File: config.mk
export PLATFORM = sky130hd
export DESIGN_NAME = ysyx_23060332_mem_arbiter_flat
export DESIGN_NICKNAME = d
export VERILOG_FILES = /design/src/rtl/ysyx_23060332_mem_arbiter_if.sv /design/src/rtl/ysyx_23060332_mem_arbiter.sv /design/src/flat_wrapper.sv
export SDC_FILE = /design/constraint.sdc
export NUM_CORES = 1
export LEC_CHECK = 0
export ABC_CLOCK_PERIOD_IN_PS = 3750
export CORE_AREA = 2 2 112 114
export CTS_BUF_LIST = sky130_fd_sc_hd__clkbuf_4 sky130_fd_sc_hd__clkbuf_8
export DETAILED_ROUTE_END_ITERATION = 8
export DIE_AREA = 0 0 114 116
export HOLD_SLACK_MARGIN = 0.05
export PLACE_DENSITY = 0.83
export SLEW_MARGIN = 20
export SYNTH_ARGS = -nofsm -noshare
export SYNTH_HDL_FRONTEND = slang
export SYNTH_SLANG_ARGS = --single-unit
File: constraint.sdc
create_clock -name clk -period 3.75 [get_ports clk]
set_clock_uncertainty 0.2 [all_clocks]
set_input_delay 0.5625 -clock clk [delete_from_list [all_inputs] [get_ports clk]]
set_output_delay 0.5625 -clock clk [all_outputs]
set_load 0.02 [all_outputs]
File: src/rtl/ysyx_23060332_mem_arbiter_if.sv
// ----------------------------------------------------------------------------
// ysyx_23060332_mem_arbiter_if
// Bundles the bus signals around the data-memory arbiter.
//   IFU side : ifu_req_valid/ifu_req_ready/ifu_addr,
//              ifu_resp_valid/ifu_rdata
//   LSU side : lsu_req_valid/lsu_req_ready/lsu_wen/lsu_addr/lsu_wdata/
//              lsu_wmask, lsu_resp_valid/lsu_rdata
//   MEM side : mem_req_valid/mem_req_ready/mem_wen/mem_addr/mem_wdata/
//              mem_wmask, mem_resp_valid/mem_rdata
// Modports:
//   slave  - arbiter view. It serves the IFU/LSU requests and drives the
//            memory request channel.
//   master - environment view. The requesters and the memory drive their
//            inputs and observe the arbiter.
// ----------------------------------------------------------------------------
interface ysyx_23060332_mem_arbiter_if #(
  parameter int ADDR_W = 32,
  parameter int DATA_W = 32
) ();

  logic              ifu_req_valid;
  logic              ifu_req_ready;
  logic [ADDR_W-1:0] ifu_addr;
  logic              ifu_resp_valid;
  logic [DATA_W-1:0] ifu_rdata;

  logic              lsu_req_valid;
  logic              lsu_req_ready;
  logic              lsu_wen;
  logic [ADDR_W-1:0] lsu_addr;
  logic [DATA_W-1:0] lsu_wdata;
  logic [7:0]        lsu_wmask;
  logic              lsu_resp_valid;
  logic [DATA_W-1:0] lsu_rdata;

  logic              mem_req_valid;
  logic              mem_req_ready;
  logic              mem_wen;
  logic [ADDR_W-1:0] mem_addr;
  logic [DATA_W-1:0] mem_wdata;
  logic [7:0]        mem_wmask;
  logic              mem_resp_valid;
  logic [DATA_W-1:0] mem_rdata;

  modport slave (
    input  ifu_req_valid, ifu_addr,
    input  lsu_req_valid, lsu_wen, lsu_addr, lsu_wdata, lsu_wmask,
    input  mem_req_ready, mem_resp_valid, mem_rdata,
    output ifu_req_ready, ifu_resp_valid, ifu_rdata,
    output lsu_req_ready, lsu_resp_valid, lsu_rdata,
    output mem_req_valid, mem_wen, mem_addr, mem_wdata, mem_wmask
  );

  modport master (
    output ifu_req_valid, ifu_addr,
    output lsu_req_valid, lsu_wen, lsu_addr, lsu_wdata, lsu_wmask,
    output mem_req_ready, mem_resp_valid, mem_rdata,
    input  ifu_req_ready, ifu_resp_valid, ifu_rdata,
    input  lsu_req_ready, lsu_resp_valid, lsu_rdata,
    input  mem_req_valid, mem_wen, mem_addr, mem_wdata, mem_wmask
  );

endinterface

File: src/rtl/ysyx_23060332_mem_arbiter.sv
// ----------------------------------------------------------------------------
// ysyx_23060332_mem_arbiter
// Shares one handshaked, variable-latency data-memory port between the IFU
// (read-only fetches) and the LSU (loads/stores). Only one transaction is in
// flight at a time. The LSU has priority. A burst counter hands the port to
// a waiting IFU after LSU_BURST_MAX back-to-back LSU grants.
//
// Ports:
//   clk   - rising-edge clock
//   rst_n - asynchronous active-low reset
//   bus   - slave modport of ysyx_23060332_mem_arbiter_if (IFU, LSU and
//           memory channels)
//
// Flow: IDLE (arbitrate and latch the payload) -> REQ (hold the memory
// request until it is accepted) -> RESP (wait for the response and pass it
// to the owner) -> IDLE.
// ----------------------------------------------------------------------------
module ysyx_23060332_mem_arbiter #(
  parameter int ADDR_W        = 32,
  parameter int DATA_W        = 32,
  parameter int LSU_BURST_MAX = 4
) (
  input  logic                              clk,
  input  logic                              rst_n,
  ysyx_23060332_mem_arbiter_if.slave        bus
);

  localparam int CNT_W = $clog2(LSU_BURST_MAX + 1);
  localparam logic [CNT_W-1:0] BURST_MAX_C = CNT_W'(LSU_BURST_MAX);
  localparam logic [CNT_W-1:0] BURST_ONE_C = CNT_W'(1);

  typedef enum logic [1:0] {
    ST_IDLE = 2'd0,
    ST_REQ  = 2'd1,
    ST_RESP = 2'd2
  } state_e;

  typedef enum logic {
    OWN_IFU = 1'b0,
    OWN_LSU = 1'b1
  } owner_e;

  state_e            state_q, state_d;
  owner_e            owner_q, owner_d;
  logic [ADDR_W-1:0] addr_q,  addr_d;
  logic              wen_q,   wen_d;
  logic [DATA_W-1:0] wdata_q, wdata_d;
  logic [7:0]        wmask_q, wmask_d;
  logic [CNT_W-1:0]  burst_q, burst_d;

  logic ifu_priority_s;
  logic grant_ifu_s;
  logic grant_lsu_s;
  logic req_phase_s;
  logic resp_fire_s;
  logic ifu_resp_s;
  logic lsu_resp_s;

  // A waiting IFU overrides the LSU once the LSU has used up its burst allowance.
  assign ifu_priority_s = bus.ifu_req_valid && (burst_q == BURST_MAX_C);

  // Arbitration. Grants are only possible in IDLE.
  always_comb begin
    grant_ifu_s = 1'b0;
    grant_lsu_s = 1'b0;
    if (state_q == ST_IDLE) begin
      if (bus.lsu_req_valid && !ifu_priority_s) begin
        grant_lsu_s = 1'b1;
      end else if (bus.ifu_req_valid) begin
        grant_ifu_s = 1'b1;
      end else begin
        grant_ifu_s = 1'b0;
        grant_lsu_s = 1'b0;
      end
    end else begin
      grant_ifu_s = 1'b0;
      grant_lsu_s = 1'b0;
    end
  end

  // Next-state, payload and burst-counter computation.
  always_comb begin
    state_d = state_q;
    owner_d = owner_q;
    addr_d  = addr_q;
    wen_d   = wen_q;
    wdata_d = wdata_q;
    wmask_d = wmask_q;
    burst_d = burst_q;
    case (state_q)
      ST_IDLE: begin
        if (grant_lsu_s) begin
          state_d = ST_REQ;
          owner_d = OWN_LSU;
          addr_d  = bus.lsu_addr;
          wen_d   = bus.lsu_wen;
          wdata_d = bus.lsu_wdata;
          wmask_d = bus.lsu_wmask;
          // Count only grants that made the IFU wait; saturate at the limit.
          if (bus.ifu_req_valid) begin
            burst_d = (burst_q == BURST_MAX_C) ? burst_q : (burst_q + BURST_ONE_C);
          end else begin
            burst_d = '0;
          end
        end else if (grant_ifu_s) begin
          // Fetches are reads: never let stale store fields reach memory.
          state_d = ST_REQ;
          owner_d = OWN_IFU;
          addr_d  = bus.ifu_addr;
          wen_d   = 1'b0;
          wdata_d = '0;
          wmask_d = 8'h00;
          burst_d = '0;
        end else begin
          // No requester at all, so the IFU is not waiting either.
          state_d = ST_IDLE;
          burst_d = '0;
        end
      end
      ST_REQ: begin
        if (bus.mem_req_ready) begin
          state_d = ST_RESP;
        end else begin
          state_d = ST_REQ;
        end
      end
      ST_RESP: begin
        if (bus.mem_resp_valid) begin
          state_d = ST_IDLE;
        end else begin
          state_d = ST_RESP;
        end
      end
      default: begin
        state_d = ST_IDLE;
      end
    endcase
  end

  // State, owner, payload and burst-counter registers.
  always_ff @(posedge clk or negedge rst_n) begin
    if (!rst_n) begin
      state_q <= ST_IDLE;
      owner_q <= OWN_IFU;
      addr_q  <= '0;
      wen_q   <= 1'b0;
      wdata_q <= '0;
      wmask_q <= 8'h00;
      burst_q <= '0;
    end else begin
      state_q <= state_d;
      owner_q <= owner_d;
      addr_q  <= addr_d;
      wen_q   <= wen_d;
      wdata_q <= wdata_d;
      wmask_q <= wmask_d;
      burst_q <= burst_d;
    end
  end

  assign req_phase_s = (state_q == ST_REQ);
  // Responses outside RESP are stray (for example, late after a reset) and are dropped.
  assign resp_fire_s = (state_q == ST_RESP) && bus.mem_resp_valid;
  assign ifu_resp_s  = resp_fire_s && (owner_q == OWN_IFU);
  assign lsu_resp_s  = resp_fire_s && (owner_q == OWN_LSU);

  // The state resets to IDLE, where grants are combinational. Gate the ready
  // outputs with rst_n so that no handshake can complete while in reset.
  assign bus.ifu_req_ready  = grant_ifu_s && rst_n;
  assign bus.lsu_req_ready  = grant_lsu_s && rst_n;

  // Drive the memory request only from the latched payload, which stays stable
  // for the whole REQ phase. Force it to zero elsewhere.
  assign bus.mem_req_valid  = req_phase_s;
  assign bus.mem_wen        = req_phase_s ? wen_q   : 1'b0;
  assign bus.mem_addr       = req_phase_s ? addr_q  : '0;
  assign bus.mem_wdata      = req_phase_s ? wdata_q : '0;
  assign bus.mem_wmask      = req_phase_s ? wmask_q : 8'h00;

  assign bus.ifu_resp_valid = ifu_resp_s;
  assign bus.ifu_rdata      = ifu_resp_s ? bus.mem_rdata : '0;
  assign bus.lsu_resp_valid = lsu_resp_s;
  assign bus.lsu_rdata      = lsu_resp_s ? bus.mem_rdata : '0;

endmodule

File: src/flat_wrapper.sv
// flat-port wrapper written by rule: the top's interface ports become plain ports
module ysyx_23060332_mem_arbiter_flat 
#(
  parameter int ADDR_W        = 32,
  parameter int DATA_W        = 32,
  parameter int LSU_BURST_MAX = 4
)
  (clk, rst_n, bus_ifu_req_valid, bus_ifu_addr, bus_lsu_req_valid, bus_lsu_wen, bus_lsu_addr, bus_lsu_wdata, bus_lsu_wmask, bus_mem_req_ready, bus_mem_resp_valid, bus_mem_rdata, bus_ifu_req_ready, bus_ifu_resp_valid, bus_ifu_rdata, bus_lsu_req_ready, bus_lsu_resp_valid, bus_lsu_rdata, bus_mem_req_valid, bus_mem_wen, bus_mem_addr, bus_mem_wdata, bus_mem_wmask);
  ysyx_23060332_mem_arbiter_if #(.ADDR_W(ADDR_W), .DATA_W(DATA_W)) bus_i ();
  input  logic clk;
  input  logic rst_n;
  input wire logic [$bits(bus_i.ifu_req_valid)-1:0] bus_ifu_req_valid;
  input wire logic [$bits(bus_i.ifu_addr)-1:0] bus_ifu_addr;
  input wire logic [$bits(bus_i.lsu_req_valid)-1:0] bus_lsu_req_valid;
  input wire logic [$bits(bus_i.lsu_wen)-1:0] bus_lsu_wen;
  input wire logic [$bits(bus_i.lsu_addr)-1:0] bus_lsu_addr;
  input wire logic [$bits(bus_i.lsu_wdata)-1:0] bus_lsu_wdata;
  input wire logic [$bits(bus_i.lsu_wmask)-1:0] bus_lsu_wmask;
  input wire logic [$bits(bus_i.mem_req_ready)-1:0] bus_mem_req_ready;
  input wire logic [$bits(bus_i.mem_resp_valid)-1:0] bus_mem_resp_valid;
  input wire logic [$bits(bus_i.mem_rdata)-1:0] bus_mem_rdata;
  output wire logic [$bits(bus_i.ifu_req_ready)-1:0] bus_ifu_req_ready;
  output wire logic [$bits(bus_i.ifu_resp_valid)-1:0] bus_ifu_resp_valid;
  output wire logic [$bits(bus_i.ifu_rdata)-1:0] bus_ifu_rdata;
  output wire logic [$bits(bus_i.lsu_req_ready)-1:0] bus_lsu_req_ready;
  output wire logic [$bits(bus_i.lsu_resp_valid)-1:0] bus_lsu_resp_valid;
  output wire logic [$bits(bus_i.lsu_rdata)-1:0] bus_lsu_rdata;
  output wire logic [$bits(bus_i.mem_req_valid)-1:0] bus_mem_req_valid;
  output wire logic [$bits(bus_i.mem_wen)-1:0] bus_mem_wen;
  output wire logic [$bits(bus_i.mem_addr)-1:0] bus_mem_addr;
  output wire logic [$bits(bus_i.mem_wdata)-1:0] bus_mem_wdata;
  output wire logic [$bits(bus_i.mem_wmask)-1:0] bus_mem_wmask;
  assign bus_i.ifu_req_valid = bus_ifu_req_valid;
  assign bus_i.ifu_addr = bus_ifu_addr;
  assign bus_i.lsu_req_valid = bus_lsu_req_valid;
  assign bus_i.lsu_wen = bus_lsu_wen;
  assign bus_i.lsu_addr = bus_lsu_addr;
  assign bus_i.lsu_wdata = bus_lsu_wdata;
  assign bus_i.lsu_wmask = bus_lsu_wmask;
  assign bus_i.mem_req_ready = bus_mem_req_ready;
  assign bus_i.mem_resp_valid = bus_mem_resp_valid;
  assign bus_i.mem_rdata = bus_mem_rdata;
  assign bus_ifu_req_ready = bus_i.ifu_req_ready;
  assign bus_ifu_resp_valid = bus_i.ifu_resp_valid;
  assign bus_ifu_rdata = bus_i.ifu_rdata;
  assign bus_lsu_req_ready = bus_i.lsu_req_ready;
  assign bus_lsu_resp_valid = bus_i.lsu_resp_valid;
  assign bus_lsu_rdata = bus_i.lsu_rdata;
  assign bus_mem_req_valid = bus_i.mem_req_valid;
  assign bus_mem_wen = bus_i.mem_wen;
  assign bus_mem_addr = bus_i.mem_addr;
  assign bus_mem_wdata = bus_i.mem_wdata;
  assign bus_mem_wmask = bus_i.mem_wmask;
  ysyx_23060332_mem_arbiter #(.ADDR_W(ADDR_W), .DATA_W(DATA_W), .LSU_BURST_MAX(LSU_BURST_MAX)) u_core (.clk(clk), .rst_n(rst_n), .bus(bus_i));
endmodule
* Word-level counts from Yosys, hierarchy flattened
Cells that the tools add are included.
** Storage, ports and cells
- Bits of input ports :: 143
- Flip-flop bits (word level) :: 79
- Output and inout port bits :: 142
- Word-level logic and storage cells :: 53
** Operators by class
- Multiplexer cells :: 28
- Bitwise operators :: 1
- Add/subtract/negate cells :: 1
- Reduce and logical (&&, ||, !) cells :: 12
- Equal/unequal tests :: 4
** Operators by type and width (count)
- 2-to-1 mux 32 bit :: 8
- 2-to-1 mux 8 bit :: 3
- 2-to-1 mux 1 bit :: 10
- 2-to-1 mux 3 bit :: 3
- logical AND 1 bit :: 7
- 2-to-1 mux 2 bit :: 3
- one-hot mux 2 bit (3 select lines) :: 1
- AND reduction 2 bit :: 2
- adder 3 x 1 -> 3 bit, second input constant :: 1
- equality test 3 bit, second input constant :: 1
- inequality test 3 bit, second input constant :: 1
- equality test 2 x 1 -> 1 bit, second input constant :: 1
- equality test 2 bit, second input constant :: 1
- zero test 2 bit :: 1
- nonzero test 2 bit :: 1
- zero test 1 bit :: 1
- inverter 1 bit :: 1

* Longest topological paths before layout
Gate-level depths: netlist of the first run.
- Depth after elaboration :: 9
- Gate-level depth with buffers :: 7
- Depth with buffers taken out :: 5

* Worst setup path before layout of the first run
No wires, ideal clock.
- Path kind :: input port to output port
- From :: input bus_ifu_req_valid
- To :: output bus_ifu_req_ready
- Arrival :: 1.815 ns
- Slack :: 1.172 ns
- Stages :: 4
- Cell sequence :: or3b_1 -> buf_6 -> clkbuf_1 -> a211oi_1
** On the way
- Word-level cells in the longest chain between the ends :: 6
- Elaborated cells between the ends (all ways) :: 7
- Those cells by class :: 3 x mux; 4 x reduce/logical
** Ends and longest elaborated chain
- start, declared :: line flat_wrapper.sv:12 : input wire logic [$bits(bus_i.ifu_req_valid)-1:0] bus_ifu_req_valid;
- logical AND 1 bit :: line ysyx_23060332_mem_arbiter.sv:60 : assign ifu_priority_s = bus.ifu_req_valid && (burst_q == BURST_MAX_C);
- zero test 1 bit :: line ysyx_23060332_mem_arbiter.sv:67 : if (bus.lsu_req_valid && !ifu_priority_s) begin
- logical AND 1 bit :: line ysyx_23060332_mem_arbiter.sv:67
- 2-to-1 mux 1 bit (*) :: line ysyx_23060332_mem_arbiter.sv:67
- 2-to-1 mux 1 bit (*) :: line ysyx_23060332_mem_arbiter.sv:66 : if (state_q == ST_IDLE) begin
- logical AND 1 bit (*) :: line ysyx_23060332_mem_arbiter.sv:169 : assign bus.ifu_req_ready = grant_ifu_s && rst_n;
- end, declared :: line flat_wrapper.sv:22 : output wire logic [$bits(bus_i.ifu_req_ready)-1:0] bus_ifu_req_ready;
Every way passes the cells marked *; elsewhere a longest branch is shown, timed or not.

* Worst setup path in the final report of the first run
- From :: register u_core.state_q[0]
- To :: output bus_mem_addr[24]
** On the way
- Word-level cells in the longest chain between the ends :: 2
** Ends and longest elaborated chain
- start, declared :: line ysyx_23060332_mem_arbiter.sv:43 : state_e state_q, state_d;
- start signal, assigned :: line ysyx_23060332_mem_arbiter.sv:151 : state_q <= state_d;
- equality test 2 x 1 -> 1 bit :: line ysyx_23060332_mem_arbiter.sv:161 : assign req_phase_s = (state_q == ST_REQ);
- 2-to-1 mux 32 bit :: line ysyx_23060332_mem_arbiter.sv:176 : assign bus.mem_addr = req_phase_s ? addr_q : '0;
- end, declared :: line flat_wrapper.sv:30 : output wire logic [$bits(bus_i.mem_addr)-1:0] bus_mem_addr;
No other way between the ends.

==> impl_metrics.py, run 1 <==
metrics = {
    "grt": {
        "grt_pass1_wl_mm": 22.4,
        "grt_pass1_vias": 4372,
        "antenna_found_initial": 0,
        "gr-total-overflow": 0,
        "grt_max_degree": 75,
        "grtUsageTotal_pct": 22.1,
    },
    "placed_design": {
        "placed_cell_area_um2": 7640,
        "port_buffers": 284,
        "globalplace.congestion": 0.924,
        "post-place-ws_ns": 0.550,
        "placed_cells": 875,
        "dp.final_hpwl_mm": 11.5,
    },
    "setup_path": {
        "cp_max_fo": 49,
        "rr_endpoint": "u_core.addr_q[9]$_DFFE_PN0P_",
        "worstSetupPathType": "flop to output port",
        "cp_data_required_time_ns": 2.99,
        "rrSetupSlack_ns": 1.47,
        "rr_worst_depth": 4,
        "worstPathArrival_ns": 2.50,
        "r2r-start": "u_core.state_q[1]$_DFF_PN0_",
        "cp-start-kind": "flop",
        "endpoint_kind": "output port",
    },
    "run_status": {
        "status": "completed",
    },
    "clock_tree": {
        "cts_hold_buffers": 0,
        "insertion_delay_ns": 0.36,
        "cts_tree": "yes",
        "clockBufferDepth": 2,
        "path_clk_slew_ns": 0.08,
        "htreeDepth": 3,
        "cts.repair.resized": 0,
        "post_cts_buffers": 0,
        "cts-buffers-inserted": 9,
        "cts-root-buf": "clkbuf_8",
        "cts.sinks": 79,
    },
    "power": {
        "p_per_area_nw_per_um2": 642,
        "total_power_mw": 5.02,
        "internal_power_mw": 3.09,
        "power.switching_mw": 1.93,
        "power_frac_clock_pct": 11.8,
        "p_comb_share_pct": 59.3,
        "seqPwrFrac_pct": 28.9,
        "irDropWorstVdd_mv": 0.367,
        "swShare_pct": 38.5,
        "p_leak_nw": 3.59,
    },
    "sta": {
        "layout_setup_ws_ns": 0.483,
        "finalSetupViolCount": 0,
        "fin_tns_setup_ns": 0,
        "grt_setup_unrepaired": "no",
        "fin_crit_sh_pct": 87.1,
        "relSlewSlack_pct": 61.0,
        "worst_pin_slew_ns": 0.582,
        "max_clock_freq_mhz": 306,
        "hold_violations": 0,
        "slew_violations": 0,
        "hold_ws_ns": 0.0815,
        "fin_crit_ns": 3.27,
    },
    "yosys": {
        "ys_types": 25,
        "synthArstFlopShare_pct": 100,
        "synth_ff_type": "dfrtp_1",
        "syn-num-nets": 612,
        "syn_inst": 467,
        "syn-cell-area_um2": 4640,
        "synth.yosys.seq_area_share_pct": 42.6,
        "synth_warnings": 0,
        "avgSynthCellArea_um2": 9.93,
        "synth_edf_count": 0,
        "ys_ff_latch": 79,
    },
    "detailed_routing": {
        "wl_mm": 14.7,
        "num_vias": 4172,
        "drt_pass1_iterations": 4,
        "remaining_drc_errors": 0,
        "via_per_inst": 4.69,
        "wire_per_inst_um": 16.6,
        "drtAntennaViolNets": 0,
        "drt-initial-drc-count": 98,
    },
    "cells_and_area": {
        "finish.utilization_pct": 65.6,
        "layout_commonest_cell": "clkdlybuf4s50_1",
        "drive_above_1_share_pct": 12.4,
        "most-common-layout-cells": "clkdlybuf4s50_1 (283), and2_1 (138), dfrtp_1 (79), mux2_2 (60), nand2_1 (47)",
        "post-route-cell-area_um2": 7820,
        "syn2layout_area_growth_pct": 68.6,
        "fin_nets": 884,
        "fin_cells": 890,
        "n_antenna_cell": 0,
    },
    "floorplan": {
        "coreArea_um2": 11900,
        "io_pins": 285,
        "die_w_um": 114,
        "die_h_um": 116,
        "start_util_pct": 38.9,
        "row_count": 40,
        "dieArea_um2": 13200,
    },
    "flow_run": {
        "maxCapViolCount": 0,
    },
    "worst_hold_path": {
        "hp-class": "input pin to async pin",
    },
}
-- power groups by stage --
stage	Combinational [mW]	Sequential, mW	Clock [mW]
5_1_grt	3.19	1.50	0.655
4_1_cts	3.02	1.45	0.608
3_5_place_dp	3.01	1.46	0
6_report	2.98	1.45	0.594
2_1_floorplan	1.81	1.38	0
3_3_place_gp	2.93	1.44	0
-- how the worst max path moves through the flow --
stage          cells after the start                   startpoint  slack, ns                 to
2_1_floorplan                      4            bus_ifu_req_valid       1.17  bus_ifu_req_ready
6_report                           4  u_core.state_q[0]$_DFF_PN0_       0.48   bus_mem_addr[24]
4_1_cts                            4  u_core.state_q[0]$_DFF_PN0_       0.43   bus_mem_addr[24]
5_1_grt                            4  u_core.state_q[0]$_DFF_PN0_       0.28  bus_mem_wdata[27]
3_3_place_gp                       4            bus_ifu_req_valid       0.60  bus_ifu_req_ready
3_5_place_dp                       4            bus_ifu_req_valid       0.55  bus_ifu_req_ready
-- logic make-up after synthesis --
family | synth area share, %
simple gates | 24.2
mux | 24.7
compound gates | 1.19
fa+ha+maj | 0.539
buf+inv | 6.77
flops | 42.6
-- worst max-delay path: stages (launching register included) --
cell             delay, ns
dfrtp_1               0.52
nor2b_4               0.55
buf_12                0.28
and2_1                0.15
clkdlybuf4s50_1       0.64
-- layer usage --
layer | track usage (%) | share of wire (%)
met1 | 21.9 | 36
met2 | 41.5 | 52
met3 | 7.58 | 8.4
met4 | 9.92 | 3.6
met5 | 0 | 0
-- flip-flops by register name, summed over array words and instances (netlist names) --
signal and count:
u_core.wen_q 1, u_core.burst_q 3, u_core.state_q 2, u_core.addr_q 32, u_core.wdata_q 32, u_core.wmask_q 8
u_core.owner_q 1
-- final cells by class --
class                           count  area [um^2]
Fill cell                         975         4090
Timing Repair Buffer              292         2940
Multi-Input combinational cell    313         2380
Sequential cell                    79         1980
Tap cell                          147          184
Inverter                           44          165
Clock buffer                       12          159
Clock inverter                      3         18.8
-- synthesized netlist by cell type, types with 3 or more instances --
cell        n  area share (%)
and2_1    138              19
buf_2       8            0.86
buf_6       3            0.73
clkbuf_1   20             1.6
dfrtp_1    79              43
inv_1      44             3.6
mux2_2     60              15
mux2_4      4             1.3
mux2i_1    41             8.8
nand2_1    47             3.8
o21ai_0     3            0.32
No activity file was read; power rests on OpenSTA's default activity.
==> run 2: changes to the inputs <==
- SLEW_MARGIN: 20 -> unset
==> results of run 2 <==
The final DEF is identical to that of run 1; final timing and power are the same.
